<file path="src/rtl/mux_scan_sampler_pkg.sv">
// Shared definitions for the 16:1 mux scan sampler: FSM states, channel geometry,
// and settle-counter sizing.
package mux_scan_sampler_pkg;

  localparam int unsigned NUM_CH = 16;
  localparam int unsigned SEL_W  = 4;
  localparam int unsigned CNT_W  = 8;

  typedef enum logic [1:0] {
    ST_IDLE = 2'd0,
    ST_SCAN = 2'd1,
    ST_HOLD = 2'd2
  } state_t;

  // Counter reload value: a channel is held for `settle` cycles, and the counter counts down to zero.
  function automatic logic [CNT_W-1:0] settle_reload(input int unsigned settle);
    return CNT_W'(settle - 1);
  endfunction

endpackage

</file>
<file path="src/rtl/mux_scan_sampler_settle.sv">
// Settle-time down-counter: loads a reload value and decrements to zero when enabled.
module mux_scan_sampler_settle
  import mux_scan_sampler_pkg::*;
#(
  parameter int unsigned WIDTH = CNT_W
) (
  input  logic             clk,
  input  logic             rst_n,
  input  logic             load,
  input  logic             dec,
  input  logic [WIDTH-1:0] load_val,
  output logic             zero
);

  logic [WIDTH-1:0] cnt;

  always_ff @(posedge clk or negedge rst_n) begin
    if (!rst_n) begin
      cnt <= '0;
    end else if (load) begin
      cnt <= load_val;
    end else if (dec && (cnt != '0)) begin
      cnt <= cnt - 1'b1;
    end
  end

  assign zero = (cnt == '0);

endmodule

</file>
<file path="src/rtl/mux_scan_sampler.sv">
// Sweeps the 16:1 mux select, samples each channel after a settle time and
// hands the 16-bit snapshot downstream over valid/ready, stalling rather than dropping.
module mux_scan_sampler
  import mux_scan_sampler_pkg::*;
#(
  parameter int unsigned SETTLE_CYCLES = 1
) (
  input  logic              clk,
  input  logic              rst_n,
  input  logic              start,
  input  logic              cont,
  input  logic              mux_y,
  input  logic              ready,
  output logic [SEL_W-1:0]  sel,
  output logic [NUM_CH-1:0] data,
  output logic              valid,
  output logic              busy
);

  localparam logic [CNT_W-1:0] RELOAD  = settle_reload(SETTLE_CYCLES);
  localparam logic [SEL_W-1:0] LAST_CH = SEL_W'(NUM_CH - 1);

  state_t state, state_nxt;

  // Bits 0..14 hold the scan's samples; bit 15 only holds the last sample while stalled in HOLD.
  logic [NUM_CH-1:0] shadow;

  logic cnt_zero;
  logic cnt_load;
  logic cnt_dec;
  logic sample_en;
  logic sel_inc;
  logic sel_clr;
  logic load_word;
  logic load_hold;
  logic cap_extra;
  logic out_free;

  assign out_free = !valid || ready;
  assign busy     = (state != ST_IDLE);

  mux_scan_sampler_settle #(
    .WIDTH(CNT_W)
  ) u_settle (
    .clk      (clk),
    .rst_n    (rst_n),
    .load     (cnt_load),
    .dec      (cnt_dec),
    .load_val (RELOAD),
    .zero     (cnt_zero)
  );

  always_ff @(posedge clk or negedge rst_n) begin
    if (!rst_n) begin
      state <= ST_IDLE;
    end else begin
      state <= state_nxt;
    end
  end

  always_comb begin
    state_nxt = state;
    cnt_load  = 1'b0;
    cnt_dec   = 1'b0;
    sample_en = 1'b0;
    sel_inc   = 1'b0;
    sel_clr   = 1'b0;
    load_word = 1'b0;
    load_hold = 1'b0;
    cap_extra = 1'b0;

    unique case (state)
      ST_IDLE: begin
        if (start) begin
          state_nxt = ST_SCAN;
          sel_clr   = 1'b1;
          cnt_load  = 1'b1;
        end
      end

      ST_SCAN: begin
        if (!cnt_zero) begin
          cnt_dec = 1'b1;
        end else if (sel != LAST_CH) begin
          sample_en = 1'b1;
          sel_inc   = 1'b1;
          cnt_load  = 1'b1;
        end else if (out_free) begin
          load_word = 1'b1;
          if (cont) begin
            sel_clr  = 1'b1;
            cnt_load = 1'b1;
          end else begin
            state_nxt = ST_IDLE;
          end
        end else begin
          cap_extra = 1'b1;
          state_nxt = ST_HOLD;
        end
      end

      ST_HOLD: begin
        if (ready) begin
          load_hold = 1'b1;
          if (cont) begin
            state_nxt = ST_SCAN;
            sel_clr   = 1'b1;
            cnt_load  = 1'b1;
          end else begin
            state_nxt = ST_IDLE;
          end
        end
      end

      default: begin
        state_nxt = ST_IDLE;
      end
    endcase
  end

  always_ff @(posedge clk or negedge rst_n) begin
    if (!rst_n) begin
      sel    <= '0;
      shadow <= '0;
      data   <= '0;
      valid  <= 1'b0;
    end else begin
      if (sel_clr) begin
        sel <= '0;
      end else if (sel_inc) begin
        sel <= sel + 1'b1;
      end

      if (sample_en) begin
        shadow[sel] <= mux_y;
      end
      if (cap_extra) begin
        shadow[NUM_CH-1] <= mux_y;
      end

      if (load_word) begin
        data <= {mux_y, shadow[NUM_CH-2:0]};
      end else if (load_hold) begin
        data <= shadow;
      end

      // A word loading on the transfer edge keeps valid high; otherwise a transfer clears it.
      if (load_word || load_hold) begin
        valid <= 1'b1;
      end else if (ready) begin
        valid <= 1'b0;
      end
    end
  end

endmodule

</file>
<file path="config.mk">
export PLATFORM = sky130hd
export DESIGN_NAME = mux_scan_sampler
export DESIGN_NICKNAME = d
export VERILOG_FILES = /design/src/rtl/mux_scan_sampler_pkg.sv /design/src/rtl/mux_scan_sampler_settle.sv /design/src/rtl/mux_scan_sampler.sv
export SDC_FILE = /design/constraint.sdc
export NUM_CORES = 1
export LEC_CHECK = 0
export CAP_MARGIN = 20
export CORE_AREA = 2 2 67 69
export CTS_BUF_LIST = sky130_fd_sc_hd__clkbuf_2
export DETAILED_ROUTE_END_ITERATION = 16
export DIE_AREA = 0 0 69 71
export PLACE_DENSITY_LB_ADDON = 0.05
export SETUP_SLACK_MARGIN = 0.5
export SLEW_MARGIN = 10
export SYNTH_ARGS = -nofsm -noshare
export SYNTH_HDL_FRONTEND = slang
export SYNTH_HIERARCHICAL = 1
export SYNTH_SLANG_ARGS = --single-unit
</file>
<file path="constraint.sdc">
create_clock -name clk -period 6.7 [get_ports clk]
set_clock_uncertainty 0.15 [all_clocks]
set_input_delay 1.005 -clock clk [delete_from_list [all_inputs] [get_ports clk]]
set_output_delay 1.005 -clock clk [all_outputs]
set_load 0.02 [all_outputs]
</file>
==> qor.yml, run 1 <==
dpl_cell_area_um2: 2730
avgSynthCellArea_um2: 11.7
run_status: "finished, final reports clean"
ctsResizeCount: 0
top_level_ports: 28
start_util: 0.579
crit_path_start_kind: "flip-flop"
weighted_congestion_at_the_end_of_routability_driven_global_placement: 0.913
fraction_of_layout_instances_using_a_drive_strength_above_1: 0.196
nets: 251
hold_ws_ns: 0.257
grt_antenna_before_repair: 0
synth.ff_latch_count: 47
synth_top_area_share: 0.483
timing.final.setup_violations: 0
cp_data_required_time_ns: 6.88
fp.coreArea_um2: 4200
drv.max_cap_violation_count: 0
syn_to_final_growth_pct: 16.4
root_buffer_cell: "clkbuf_2"
pin_count_of_the_biggest_net_entering_global_routing: 48
synth_flop_cell: "dfrtp_1"
final.fill_count: 322
cts_max_path_buffers: 2
final_cell_count_no_fill: 292
synth-seq-area-share: 0.483
fin_crit_sh: 0.516
placed_cells_incl_taps: 283
critical_path.max_fanout: 14
avg_vias_per_cell: 6.02
clkTransAtPathRegs_ns: 0.23
worst_slew_pin_slew_ns: 0.733
post_synth_edffs: 0
routed_wl_um: 4770
hold_viol: 0
rsz0062_at_grt: "no"
cp.arrival_ns: 3.63
num_antenna_cells: 0
postSynthCellCount: 208
wl_per_cell_um: 16.3
routed-via-count: 1757
regArea_um2: 1180
grt.overflow.total: 0
layout.cell_area.non_filler_um2: 2840
slew_headroom: 0.510
cts_hold_repair.buffers: 0
finalCoreUtilization: 0.675
clock_sinks: 47
timing.hold.worst.class: "input port to asynchronous set/reset pin"
detailedRoute.firstIterationViolations: 93
cts_max_level: 2
die_span_in_x_um: 69
peak_vdd_ir_uv: 162
totalNegativeSetupSlack_ns: 0
route.detailed.drc: 0
synth.lib_cells_used.distinct: 53
clock_period_minus_worst_slack_ns: 3.45
power.density_nw_per_um2: 270
synthTopCellsByArea: "dfrtp_1, mux2_2, mux2_4, nand3_1, ha_1"
die_area_um2: 4900
drt_pre_antenna_iters: 5
multiInputGateArea_um2: 1190
postCtsSetupRepairBufs: 0
number_of_cell_rows: 24
static-leakage-power_nw: 1.24
report.final.slew_viol_count: 0
cp-end-kind: "flip-flop"
worstSetupPathType: "flip-flop to flip-flop"
fmaxAchievable_mhz: 290
worst_skew_pair.late_latency_ns: 0.41
dp_hpwl_um: 3400
netlist.top_cell.by_area: "dfrtp_1"
async_reset_ff_frac: 1.00
grt_usage: 0.206
first_global_vias: 1675
cts_tree: "built"
buffer_ports.inserted: 27
number_of_antenna_violating_nets_in_the_routed_design: 0
yosysWarningCount: 6
wire_length_of_the_first_global_routing_pass_um: 8060
chipHeight_um: 71
tritoncts.num_buffers: 5
netlist_area_um2: 2440
## where the power goes
group	switching, mW	internal, mW	total, mW
clock	0.0891	0.102	0.191
sequential	0.0491	0.324	0.373
combinational	0.108	0.0948	0.203
total	0.246	0.520	0.767
## cells by family after synthesis
kind of cell             after synthesis  synth area share
AO/OA/AOI/OAI                         35             0.110
adder cells (fa/ha/maj)                6            0.0308
buffers and inverters                 20            0.0411
flip-flops                            47             0.483
multiplexers                          31             0.157
other                                  1           0.00154
AND/OR/NAND/NOR                       68             0.176
## through the flow
| step | power, mW | worst slack, ns |
|---|---|---|
| after floorplan | 0.509 | 3.99 |
| after global placement | 0.560 | 3.30 |
| after detailed placement | 0.575 | 3.19 |
| after CTS | 0.765 | 3.29 |
| after global routing | 0.814 | 2.96 |
| final | 0.767 | 3.25 |
## path summary, 6_finish.rpt
check,start,end,slack [ns],cells after the start
hold / removal,rst_n,shadow[3],0.26,1
hold reg to reg,shadow[12],data[12],0.38,1
setup / recovery,u_settle/cnt[0],u_settle/cnt[5],3.25,9
setup reg to reg,u_settle/cnt[0],u_settle/cnt[5],3.25,9
max in group asynchronous,rst_n,shadow[11],5.66,2
min in group clk,shadow[12],data[12],0.38,1
## Yosys cell counts, types with 2 or more instances
cell type and number:
and4b_1 3, ha_1 6, a21o_1 4, nor2_1 4, nand3_1 18, o211ai_1 2
nand4_1 5, nand2_1 3, a31oi_1 2, nand3b_1 5, a2bb2oi_1 2, nand2b_1 5
o21ai_0 2, buf_2 5, a21oi_1 7, or4_1 3, or2_2 2, clkbuf_1 4
mux2_2 22, mux2_4 9, or3b_2 2, a211o_1 2, nor3_1 3, and3b_1 2
inv_1 8, dfrtp_1 47, nor2b_1 3, nor3b_1 3
## critical path, stage by stage, from the launching register on
cell      delay (ns)
dfrtp_1         0.45
inv_1           0.11
ha_1            0.20
or3b_2          0.48
nor2_1          0.30
and3b_1         0.41
a21o_1          0.44
clkinv_1        0.35
o311a_1         0.22
a221o_1         0.25
## layout make-up
type	count	area share
multi-input cells	148	0.418
flip-flops and latches	47	0.415
repair buffers	28	0.101
clock inverters	2	0.0212
inverters	9	0.0119
clock buffers	6	0.0106
well taps	52	0.0229
## sequential cells by signal, indices dropped and copies added (netlist names)
register      flops
data             16
shadow           16
u_settle/cnt      8
sel               4
state             2
valid             1
## routing by layer
metal  track usage  routed length (µm)  vias to the layer above
met5             0                   0                        -
met4        0.0675                  72                        0
met3        0.0499                 263                        7
met2         0.329                2270                       60
met1         0.279                2170                      865
li1              -                   -                      825
## placed cells by master, fill, tap and decap left out, types with 3 or more instances in the layout
cell             instances
nand3b_1                 5
mux2_4                   9
nor3_1                   3
nand4_1                  5
a21oi_1                  7
inv_1                    8
nand2_1                  3
nor3b_1                  3
mux2_2                  22
or4_1                    3
nand2b_1                 5
nor2_1                   4
conb_1                   8
and4b_1                  3
ha_1                     6
dfrtp_1                 47
nand3_1                 18
nor2b_1                  3
a21o_1                   4
clkbuf_2                 6
clkdlybuf4s50_1         26
(Power assumes the default switching activity.)
==> run 2, diff against run 1 <==
Settings changed: CORE_AREA 2 2 67 69 to 2 2 72 74, DIE_AREA 0 0 69 71 to 0 0 74 76.
Clock period 6.7 ns to 3.09 ns, I/O delays scaled along.
==> qor.yml, run 2 (same netlist as run 1, synthesis figures left out) <==
first_global_vias: 1757  # was 1675
buffer_ports.inserted: 27  # unchanged
fraction_of_layout_instances_using_a_drive_strength_above_1: 0.278  # was 0.196
power.density_nw_per_um2: 545  # was 270 nW/µm²
path_delay_family: "simple AND/OR/NAND/NOR gates"  # unchanged
root_buffer_cell: "clkbuf_2"  # unchanged
report.final.slew_viol_count: 0  # unchanged
origin_of_the_critical_flop_to_flop_path: "u_settle/cnt[0]"  # unchanged
clock_period_minus_worst_slack_ns: 2.53  # was 3.45 ns
detailedRoute.firstIterationViolations: 73  # was 93
worst-path-buf-inv: 1  # was 2
drv.max_cap_violation_count: 0  # unchanged
fp.coreArea_um2: 4910  # was 4200 µm²
rr_worst_depth: 9  # unchanged
grt.overflow.total: 0  # unchanged
regArea_um2: 1180  # unchanged
run_status: "finished, final reports clean"  # unchanged
multiInputGateArea_um2: 1230  # was 1190 µm²
peak_vdd_ir_uv: 358  # was 162 µV
nets: 266  # was 251
fin_crit_sh: 0.819  # was 0.516
wl_per_cell_um: 15.4  # was 16.3 µm
cp_data_required_time_ns: 3.31  # was 6.88 ns
slew_headroom: 0.487  # was 0.510
top_level_ports: 28  # unchanged
die_area_um2: 5620  # was 4900 µm²
grt_antenna_before_repair: 0  # unchanged
cts_max_path_buffers: 2  # unchanged
timing.hold.worst.class: "input port to asynchronous set/reset pin"  # unchanged
hold_viol: 0  # unchanged
final.fill_count: 406  # was 322
cp.arrival_ns: 2.75  # was 3.63 ns
dp_hpwl_um: 3320  # was 3400 µm
static-leakage-power_nw: 1.31  # was 1.24 nW
chipHeight_um: 76  # was 71 µm
start_util: 0.496  # was 0.579
critical-path-max-stage-delay_ns: 0.48  # about the same
crit_path_start_kind: "flip-flop"  # unchanged
layout_setup_ws_ns: 0.559  # was 3.25 ns
critical_path.max_fanout: 6  # was 14
syn_to_final_growth_pct: 23.4  # was 16.4%
die_span_in_x_um: 74  # was 69 µm
routed_wl_um: 5010  # was 4770 µm
most_frequent_standard_cell_in_the_layout_excluding_fill_and_tap_cells: "dfrtp_1"  # unchanged
rsz0062_at_grt: "no"  # unchanged
clkTransAtPathRegs_ns: 0.25  # was 0.23 ns
cts_tree: "built"  # unchanged
routed-via-count: 1801  # was 1757
crit_path_cell_trace: "inv_2 > ha_2 > or3b_4 > nor2_4 > and3b_2 > a21o_4 > or3_1 > or4_1 > nand3_1"  # was inv_1 > ha_1 > or3b_2 > nor2_1 > and3b_1 > a21o_1 > clkinv_1 > o311a_1 > a221o_1
critical_path.endpoint: "u_settle/cnt[7]"  # was u_settle/cnt[5]
number_of_cell_rows: 26  # was 24
pin_count_of_the_biggest_net_entering_global_routing: 48  # unchanged
route.detailed.drc: 0  # unchanged
most-common-layout-cells: "dfrtp_1, clkdlybuf4s50_1, mux2_2"  # unchanged
largest_registers: "data: 16 flops, shadow: 16 flops, u_settle/cnt: 8 flops"  # unchanged
wire_length_of_the_first_global_routing_pass_um: 8340  # was 8060 µm
worst_r2r_endpoint: "u_settle/cnt[7]"  # was u_settle/cnt[5]
number_of_cells_on_the_critical_path: 9  # unchanged
crit_path_top_delay_cell: "dfrtp_1"  # was or3b_2
clock_sinks: 47  # unchanged
pre_cts_ws_ns: 0.139  # was 3.19 ns
worst_slew_pin_slew_ns: 0.768  # was 0.733 ns
hold_ws_ns: 0.260  # was 0.257 ns
finalCoreUtilization: 0.612  # was 0.675
worst_setup_path_startpoint: "u_settle/cnt[0]"  # unchanged
avg_vias_per_cell: 5.54  # was 6.02
timing.final.setup_violations: 0  # unchanged
number_of_antenna_violating_nets_in_the_routed_design: 0  # unchanged
tritoncts.num_buffers: 5  # unchanged
num_antenna_cells: 0  # unchanged
cts_max_level: 2  # unchanged
weighted_congestion_at_the_end_of_routability_driven_global_placement: 0.851  # was 0.913
cp-end-kind: "flip-flop"  # unchanged
worst_skew_pair.late_latency_ns: 0.42  # was 0.41 ns
worstSetupPathType: "flip-flop to flip-flop"  # unchanged
totalNegativeSetupSlack_ns: 0  # unchanged
drt_pre_antenna_iters: 4  # was 5
fmaxAchievable_mhz: 395  # was 290 MHz
reg2reg_setup_slack_ns: 0.56  # was 3.25 ns
grt_usage: 0.187  # was 0.206
## run 2: per-stage QoR
step	cell area (µm²)	total power, mW	std cells
4_1_cts	2910	1.60	317
3_3_place_gp	2800	1.22	307
2_1_floorplan	2470	1.11	215
5_1_grt	3010	1.75	325
3_5_place_dp	2800	1.25	307
6_report	3010	1.64	325
## run 2: final cells by class
type / count / share of cell area
well taps: 70 / 0.0291
clock buffers: 5 / 0.00832
multi-input cells: 149 / 0.410
repair buffers: 42 / 0.135
clock inverters: 3 / 0.0146
inverters: 9 / 0.0121
flip-flops and latches: 47 / 0.391
## run 2: worst min path at each step
stage               depth (start not counted)       end  slack, ns
detailed placement                          1  data[12]       0.34
global placement                            1   data[4]       0.34
global route                                2   data[1]       0.24
finish                                      2   data[5]       0.26
floorplan                                   0   data[0]       0.02
CTS                                         1   data[3]       0.04
## run 2: timing repair
item                                    4_1_cts  5_1_grt
endpoints found under the hold margin         0       12
pin swaps                                     1        4
hold buffers                                  0        1
endpoints found under the setup margin       22       29
buffers inserted                              2        5
cloned                                        0        1
resized for setup                             4        9
## run 2: where the power goes
group	total [mW]	switching [mW]	internal, mW
Combinational	0.481	0.245	0.236
Sequential	0.815	0.113	0.702
Clock	0.342	0.205	0.137
## run 2: routing by layer
layer  GRT usage  vias up  share of wire  wire length [µm]
li1            -      869              -                 -
met1       0.252      882           0.45              2250
met2       0.308       46           0.51              2540
met3      0.0344        4          0.037               187
met4      0.0491        0         0.0056                28
met5           0        -              0                 0
==> run 3, diff against run 2 <==
Clock period 3.09 ns to 2 ns, I/O delays scaled along.
==> qor.yml, run 3 (same netlist as run 1, synthesis figures left out) <==
power.density_nw_per_um2: 807  # was 545 nW/µm²
grt.overflow.total: 0  # unchanged
worst_slew_pin_slew_ns: 0.688  # was 0.768 ns
run_status: "complete, but fails checks"  # was finished, final reports clean
routed_wl_um: 5970  # was 5010 µm
wl_per_cell_um: 15.8  # was 15.4 µm
grt_usage: 0.225  # was 0.187
detailedRoute.firstIterationViolations: 72  # was 73
die_area_um2: 5620  # unchanged
hold_ws_ns: 0.187  # was 0.260 ns
report.final.slew_viol_count: 0  # unchanged
tritoncts.num_buffers: 5  # unchanged
first_global_vias: 2106  # was 1757
root_buffer_cell: "clkbuf_2"  # unchanged
origin_of_the_critical_flop_to_flop_path: "u_settle/cnt[1]"  # was u_settle/cnt[0]
multiInputGateArea_um2: 1320  # was 1230 µm²
clock_period_minus_worst_slack_ns: 2.32  # was 2.53 ns
layout.cell_area.non_filler_um2: 3560  # was 3010 µm²
nets: 318  # was 266
start_util: 0.496  # unchanged
most-common-layout-cells: "buf_4, dfrtp_1, buf_6"  # was dfrtp_1, clkdlybuf4s50_1, mux2_2
power.total_mw: 2.87  # was 1.64 mW
cts_max_path_buffers: 2  # unchanged
critical-path-max-stage-delay_ns: 0.43  # was 0.48 ns
cts_tree: "built"  # unchanged
cp-end-kind: "flip-flop"  # unchanged
crit_path_top_delay_cell: "dfrtp_1"  # unchanged
avg_vias_per_cell: 5.32  # was 5.54
worst-path-buf-inv: 1  # unchanged
routed-via-count: 2006  # was 1801
cts_max_level: 2  # unchanged
weighted_congestion_at_the_end_of_routability_driven_global_placement: 0.853  # was 0.851
worst_skew_pair.late_latency_ns: 0.42  # about the same
fraction_of_layout_instances_using_a_drive_strength_above_1: 0.518  # was 0.278
grt_antenna_before_repair: 0  # unchanged
dp_hpwl_um: 4080  # was 3320 µm
number_of_cells_on_the_critical_path: 9  # unchanged
drv.max_cap_violation_count: 0  # unchanged
buffer_ports.inserted: 27  # unchanged
wire_length_of_the_first_global_routing_pass_um: 9920  # was 8340 µm
crit_path_start_kind: "flip-flop"  # unchanged
number_of_cell_rows: 26  # unchanged
static-leakage-power_nw: 1.63  # was 1.31 nW
final.fill_count: 348  # was 406
cp_data_required_time_ns: 2.24  # was 3.31 ns
die_span_in_x_um: 74  # unchanged
pin_count_of_the_biggest_net_entering_global_routing: 28  # was 48
critical_path.max_fanout: 5  # was 6
path_delay_family: "simple AND/OR/NAND/NOR gates"  # unchanged
num_antenna_cells: 0  # unchanged
largest_registers: "data: 16 flops, shadow: 16 flops, u_settle/cnt: 8 flops"  # unchanged
top_level_ports: 28  # unchanged
layout_setup_ws_ns: -0.322  # was 0.559 ns
fp.coreArea_um2: 4910  # unchanged
clock_sinks: 47  # unchanged
chipHeight_um: 76  # unchanged
route.detailed.drc: 0  # unchanged
number_of_antenna_violating_nets_in_the_routed_design: 0  # unchanged
worst_r2r_endpoint: "u_settle/cnt[7]"  # unchanged
drt_pre_antenna_iters: 4  # unchanged
peak_vdd_ir_uv: 587  # was 358 µV
worstSetupPathType: "flip-flop to flip-flop"  # unchanged
fin_crit_sh: 1.16  # was 0.819
dpl_cell_area_um2: 3110  # was 2800 µm²
timing.hold.worst.class: "input port to asynchronous set/reset pin"  # unchanged
crit_path_cell_trace: "inv_2 > ha_4 > or3b_4 > nor2_4 > and3b_1 > a21o_4 > or3_1 > or4_1 > nand3_1"  # was inv_2 > ha_2 > or3b_4 > nor2_4 > and3b_2 > a21o_4 > or3_1 > or4_1 > nand3_1
critical_path.endpoint: "u_settle/cnt[7]"  # unchanged
hold_viol: 0  # unchanged
clkTransAtPathRegs_ns: 0.24  # was 0.25 ns
most_frequent_standard_cell_in_the_layout_excluding_fill_and_tap_cells: "buf_4"  # was dfrtp_1
rsz0062_at_grt: "yes"  # was no
syn_to_final_growth_pct: 46.0  # was 23.4%
reg2reg_setup_slack_ns: -0.32  # was 0.56 ns
failed_checks: "setup timing"
rr_worst_depth: 9  # unchanged
fmaxAchievable_mhz: 431  # was 395 MHz
regArea_um2: 1180  # about the same
cp.arrival_ns: 2.56  # was 2.75 ns
worst_setup_path_startpoint: "u_settle/cnt[1]"  # was u_settle/cnt[0]
slew_headroom: 0.537  # was 0.487
finalCoreUtilization: 0.724  # was 0.612
totalNegativeSetupSlack_ns: -10.33  # was 0 ns
timing.final.setup_violations: 46  # was 0
## run 3: worst register-to-register path: stages, from the launching register on
cell	delay (ns)
dfrtp_1	0.43
inv_2	0.06
ha_4	0.15
or3b_4	0.24
nor2_4	0.05
and3b_1	0.18
a21o_4	0.23
or3_1	0.33
or4_1	0.40
nand3_1	0.07
## run 3: area by class of cell
type,instances,share of cell area
clock inverters,3,0.00563
flip-flops and latches,47,0.331
multi-input cells,148,0.370
clock buffers,5,0.00703
repair buffers,95,0.251
well taps,70,0.0246
inverters,9,0.0102
## run 3: how the worst min path moves through the flow
stage	start	end	slack [ns]	cells past startpoint
floorplan	rst_n	data[0]	-0.15	0
global placement	rst_n	data[5]	0.14	1
detailed placement	rst_n	data[0]	0.15	1
CTS	rst_n	u_settle/cnt[4]	0.17	2
global route	rst_n	u_settle/cnt[4]	0.21	2
finish	rst_n	u_settle/cnt[4]	0.19	2
## run 3: layer usage
layer / vias up / wire [µm] / track usage
met5: - / 0 / 0
met4: 0 / 51 / 0.0545
met3: 6 / 161 / 0.0317
met2: 40 / 3090 / 0.378
met1: 993 / 2670 / 0.304
li1: 967 / - / -
## run 3: timing repair
item / CTS / global route
endpoints found under the hold margin: 20 / 0
pin swaps: 11 / 6
hold buffers: 1 / 0
endpoints found under the setup margin: 69 / 68
setup buffers: 19 / 7
gates resized for setup: 128 / 46
## run 3: per-stage QoR
stage                     cells  worst slack, ns
after CTS                   370           -0.327
final                       377           -0.322
after floorplan             215           -0.421
after global routing        377           -0.437
after detailed placement    342           -0.421
after global placement      342           -0.358
## run 3: report_power, final
group | switching, mW | internal (mW)
registers | 0.0902 | 1.09
clock network | 0.319 | 0.0842
logic | 0.589 | 0.701
total | 0.999 | 1.87
